File: src/rtl/f2_stage.sv
// F2 fetch stage: tracks the one outstanding instruction-memory request
// for the F1 entry, buffers the response under D1 back-pressure, and drains responses orphaned by a flush.
module f2_stage (
  input  logic        clock,
  input  logic        reset,
  input  logic        F1_Valid,
  input  logic [31:0] F1_FetchPC,
  input  logic        F1_IsBDS,
  input  logic        F1_Exception,
  input  logic [4:0]  F1_ExcCode,
  input  logic        F1_XOP_Restart,
  output logic        F1_Stall,
  input  logic        InstMem_Ready,
  input  logic [31:0] InstMem_Data,
  input  logic        InstMem_Error,
  input  logic        D1_Stall,
  input  logic        F2_Flush,
  output logic        F2_Issued,
  output logic [31:0] F2_Instruction,
  output logic [31:0] F2_FetchPC,
  output logic [31:0] F2_PCAdd4,
  output logic        F2_IsBDS,
  output logic        F2_Exception,
  output logic [4:0]  F2_ExcCode,
  output logic        F2_XOP_Restart
);

  typedef enum logic [1:0] {S_EMPTY, S_WAIT, S_HOLD, S_DRAIN} state_t;

  localparam logic [4:0] EXC_IBE = 5'h06;

  state_t      state, state_nxt, state_fill;
  logic [31:0] pc_q, instr_q;
  logic        bds_q, xop_q, exc_q;
  logic [4:0]  code_q;
  logic        accept, rsp, rsp_err, load_rsp;

  assign rsp      = (state == S_WAIT) & InstMem_Ready;
  assign rsp_err  = rsp & InstMem_Error;
  assign F1_Stall = ((state == S_WAIT) & ~(InstMem_Ready & ~D1_Stall)) |
                    ((state == S_HOLD) & D1_Stall) |
                    (state == S_DRAIN);
  assign accept   = F1_Valid & ~F1_Stall & ~F2_Flush;
  // a response D1 cannot take yet is parked in the hold register
  assign load_rsp = rsp & D1_Stall & ~F2_Flush;

  assign F2_Issued      = ~F2_Flush & (rsp | (state == S_HOLD));
  assign F2_Instruction = (state == S_WAIT) ? (rsp_err ? 32'h0 : InstMem_Data) : instr_q;
  assign F2_Exception   = (state == S_HOLD) ? exc_q : rsp_err;
  assign F2_ExcCode     = rsp_err ? EXC_IBE : code_q;
  assign F2_FetchPC     = pc_q;
  assign F2_PCAdd4      = pc_q + 32'd4;
  assign F2_IsBDS       = bds_q;
  assign F2_XOP_Restart = xop_q;

  always_comb begin
    state_fill = S_EMPTY;
    if (accept) state_fill = F1_Exception ? S_HOLD : S_WAIT;
    state_nxt = state;
    if (F2_Flush) begin
      // a request still in flight must have its response swallowed
      if ((state == S_WAIT || state == S_DRAIN) && !InstMem_Ready) state_nxt = S_DRAIN;
      else                                                         state_nxt = S_EMPTY;
    end else begin
      case (state)
        S_EMPTY: state_nxt = state_fill;
        S_WAIT:  if (InstMem_Ready) state_nxt = D1_Stall ? S_HOLD : state_fill;
        S_HOLD:  if (!D1_Stall)     state_nxt = state_fill;
        S_DRAIN: if (InstMem_Ready) state_nxt = S_EMPTY;
        default: state_nxt = S_EMPTY;
      endcase
    end
  end

  always_ff @(posedge clock or negedge reset) begin
    if (!reset) state <= S_EMPTY;
    else        state <= state_nxt;
  end

  always_ff @(posedge clock or negedge reset) begin
    if (!reset) begin
      pc_q    <= 32'h0;
      instr_q <= 32'h0;
      bds_q   <= 1'b0;
      xop_q   <= 1'b0;
      exc_q   <= 1'b0;
      code_q  <= 5'h0;
    end else if (accept) begin
      pc_q    <= F1_FetchPC;
      instr_q <= 32'h0;
      bds_q   <= F1_IsBDS;
      xop_q   <= F1_XOP_Restart;
      exc_q   <= F1_Exception;
      code_q  <= F1_ExcCode;
    end else if (load_rsp) begin
      instr_q <= InstMem_Error ? 32'h0 : InstMem_Data;
      exc_q   <= exc_q | InstMem_Error;
      if (InstMem_Error) code_q <= EXC_IBE;
    end
  end

endmodule

File: config.mk
export PLATFORM = sky130hd
export DESIGN_NAME = f2_stage
export DESIGN_NICKNAME = d
export VERILOG_FILES = /design/src/rtl/f2_stage.sv
export SDC_FILE = /design/constraint.sdc
export NUM_CORES = 1
export LEC_CHECK = 0
export CAP_MARGIN = 5
export CORE_ASPECT_RATIO = 2
export CORE_UTILIZATION = 30
export DETAILED_ROUTE_END_ITERATION = 16
export GPL_TIMING_DRIVEN = 0
export PLACE_DENSITY = 0.58
export SLEW_MARGIN = 10
export SYNTH_ARGS = -nofsm -noshare
export SYNTH_HDL_FRONTEND = slang
export SYNTH_SLANG_ARGS = --single-unit
File: constraint.sdc
create_clock -name clock -period 2.5 [get_ports clock]
set_input_delay 0.625 -clock clock [delete_from_list [all_inputs] [get_ports clock]]
set_output_delay 0.625 -clock clock [all_outputs]
set_load 0.005 [all_outputs]
==> metrics.yaml <==
cp_slowest_stage_delay_ps: 490
synth_cell_types: 37
clockRootBuffer: "clkbuf_16"
holdBufCountCts: 0
synth.cell_area_sq_mm: 0.00385
wl_per_cell_microns: 17.2
vdd_drop_max_v: 0.000322
grt_max_degree: 41
slew_headroom_pct: 56.9
cts_inserted_buffers: 9
yosys.cell_count.top_type: "dfrtp_1"
synth_edf_count: 0
final_max_slew_viol_count: 0
totalWireLength_microns: 13500
fp-row-count: 58
clkLatencyLatePin_ps: 320
drc: 0
synthFlopType: "dfrtp_1"
setup_tns_ps: -2190
total_power_mw: 4.42
yosysTopAreaCellShare_pct: 48.1
setup_slack_ps: -246
hpwl_microns: 9530
rr_endpoint: "code_q[0]$_DFFE_PN0P_"
cts.path.max_buffers: 2
first_pass_iters: 4
seq_area_frac_synth_pct: 48.1
wl_met3_microns: 924
htree_levels: 3
place_area_sq_mm: 0.00590
die_w_microns: 82.1
status: "finished, violations left"
top_layer: "met4"
grt_usage_pct: 20.8
fp.coreArea_sq_mm: 0.0126
synth_largest_area_cell: "dfrtp_1"
area_growth_pct: 77.8
cap_violations: 0
die_h_microns: 162
layout.nets: 709
synthesis.nets: 471
worstPathCellList: "and4_4, or4b_4, buf_8, buf_6, nor4_4, xor2_1, buf_2"
max_freq_ghz: 0.364
power_density_mw_per_mm2: 646
slowest_stage: "or4b_4"
clkPwrFrac_pct: 32.6
vias_per_cell: 5.00
antenna_found_initial: 0
cp_max_fo: 3
clk_pin_slew_worst_paths_ps: 60
wirelength_met1_microns: 4800
top_level_ports: 185
power_switching_share_pct: 27.6
p_sw_mw: 1.22
ys_ff_latch: 74
post-place-ws_ps: -1190
async_flop_share_pct: 100
setup_viol: 18
vias: 3921
fin_area_sq_mm: 0.00685
seq_power_share_pct: 35.1
place_congestion: 0.890
finalHoldViolCount: 0
r2r-start: "state[1]$_DFFE_PN0P_"
cp.arrival_ps: 2120
worst_slew_pin_slew_ps: 647
fp.dieArea_sq_mm: 0.0133
port_buffers: 184
synthTopCellsByCount: "dfrtp_1 (74), nand2_1 (73), a21oi_1 (34), mux2_1 (33), a22o_1 (32)"
cts.sinks: 74
violations: "setup timing"
fin_crit_sh_pct: 110
yosysWarnings: 0
clock-skew-final_ps: 3.91
cts_tree: "yes"
hp-class: "in2async"
synth_area_leaders: "dfrtp_1 (48%), mux2_1 (9.6%), a22o_1 (7.3%), nand2_1 (7.1%), a21oi_1 (4.4%)"
synth_cells: 391
cp_top_family: "simple AND/OR/NAND/NOR gates"
grt_pass1_vias: 4101
cp_num_buf_inv: 3
initial_core_util_pct: 30.7
ant_nets: 0
diodes: 0
avgSynthCellArea_sq_um: 9.85
grt_pass1_wl_microns: 21100
rsz0062_at_grt: "yes"
r2r_slack_ps: 420
wl_met2_microns: 7440
r2r_cells: 5
drt_iter0_markers: 138
combPwrFrac_pct: 32.3
path_class: "reg2out"
grt-ovfl-total: 0
cp_data_required_time_ps: 1880
leakage_nw: 3.12
end_kind: "output pin"
crit_cells: 7
drive_gt1_share_pct: 28.5
period_needed_ps: 2750
p_int_mw: 3.20
fill_cells: 1179
worstSetupStartpointType: "flop"
-- layout make-up --
class / instances / area, sq um / share of cell area [%]
well taps: 150 / 188 / 2.74
inverters: 13 / 48.8 / 0.713
clock buffers: 12 / 267 / 3.89
plain buffers: 23 / 224 / 3.27
clock inverters: 4 / 72.6 / 1.06
repair buffers: 231 / 2080 / 30.3
multi-input cells: 277 / 2110 / 30.8
flip-flops and latches: 74 / 1860 / 27.2
-- worst reg2reg max path: stages (launching register included) --
cell and delay [ps]:
dfrtp_2 440, buf_4 150, nor3b_1 330, o21ai_2 200
a221oi_2 620, o22ai_1 180
-- worst max-delay path by stage --
| stage | startpoint | slack, ps | endpoint |
|---|---|---|---|
| after floorplan | F2_FetchPC[7]$_DFFE_PN0N_ | 150 | F2_PCAdd4[25] |
| after global placement | reset | -1830 | instr_q[7]$_DFFE_PN0P_ |
| after detailed placement | InstMem_Ready | -1190 | F2_Instruction[6] |
| after CTS | F2_FetchPC[9]$_DFFE_PN0N_ | -270 | F2_PCAdd4[25] |
| after global routing | F2_FetchPC[10]$_DFFE_PN0N_ | -330 | F2_PCAdd4[27] |
| final | F2_FetchPC[10]$_DFFE_PN0N_ | -250 | F2_PCAdd4[27] |
-- metal layers --
layer,vias up,track usage (%)
met1,1898,21.4
met2,159,38.7
met5,-,0
met3,21,3.93
li1,1843,-
met4,0,9.65
-- per-stage QoR --
stage | utilization [%] | hold WS, ps | instances
finish | 54.5 | 251 | 784
global route | 54.5 | 283 | 784
CTS | 54.1 | 261 | 782
detailed placement | 47.0 | 476 | 726
global placement | 46.8 | 465 | 725
floorplan | - | 329 | 391
-- placed cells by master, fill, tap and decap left out, drive strengths merged, types with 9 or more instances in the layout --
cell type	count
clkdlybuf4s50	117
buf	94
dfrtp	74
nand2	73
mux2	34
a21oi	34
a22o	32
clkbuf	31
dlygate4sd2	19
xnor2	17
inv	13
nand3	12
xor2	11
nor2	9
-- state kept, by name (all words and copies together), names as in the netlist --
register	cells
code_q	5
state	2
F2_IsBDS	1
exc_q	1
F2_FetchPC	32
F2_XOP_Restart	1
instr_q	32
-- power groups by stage --
stage | logic (mW) | clock network [mW] | registers, mW
6_report | 1.43 | 1.44 | 1.55
3_5_place_dp | 1.35 | 0 | 1.58
2_1_floorplan | 0.446 | 0 | 1.55
4_1_cts | 1.43 | 1.48 | 1.55
3_3_place_gp | 1.33 | 0 | 1.57
5_1_grt | 1.56 | 1.51 | 1.58
-- logic make-up (layout without fill, tap and decap cells) --
| group | after synthesis | in the layout | share of synthesized area, % |
|---|---|---|---|
| xor gates and xnor gates | 28 | 28 | 6.37 |
| buffers and inverters | 41 | 283 | 4.39 |
| adders and majority gates | 1 | 1 | 0.325 |
| muxes | 34 | 34 | 9.94 |
| and+or+nand+nor | 132 | 133 | 16.2 |
| AOI/OAI and AO/OA | 81 | 81 | 14.7 |
| DFF | 74 | 74 | 48.1 |
-- timing repair --
item	4_1_cts	5_1_grt
cloned	3	0
gates resized for setup	291	22
pin swaps	28	16
endpoints found under the setup margin	67	55
setup buffers	41	3
(Power assumes the default switching activity.)
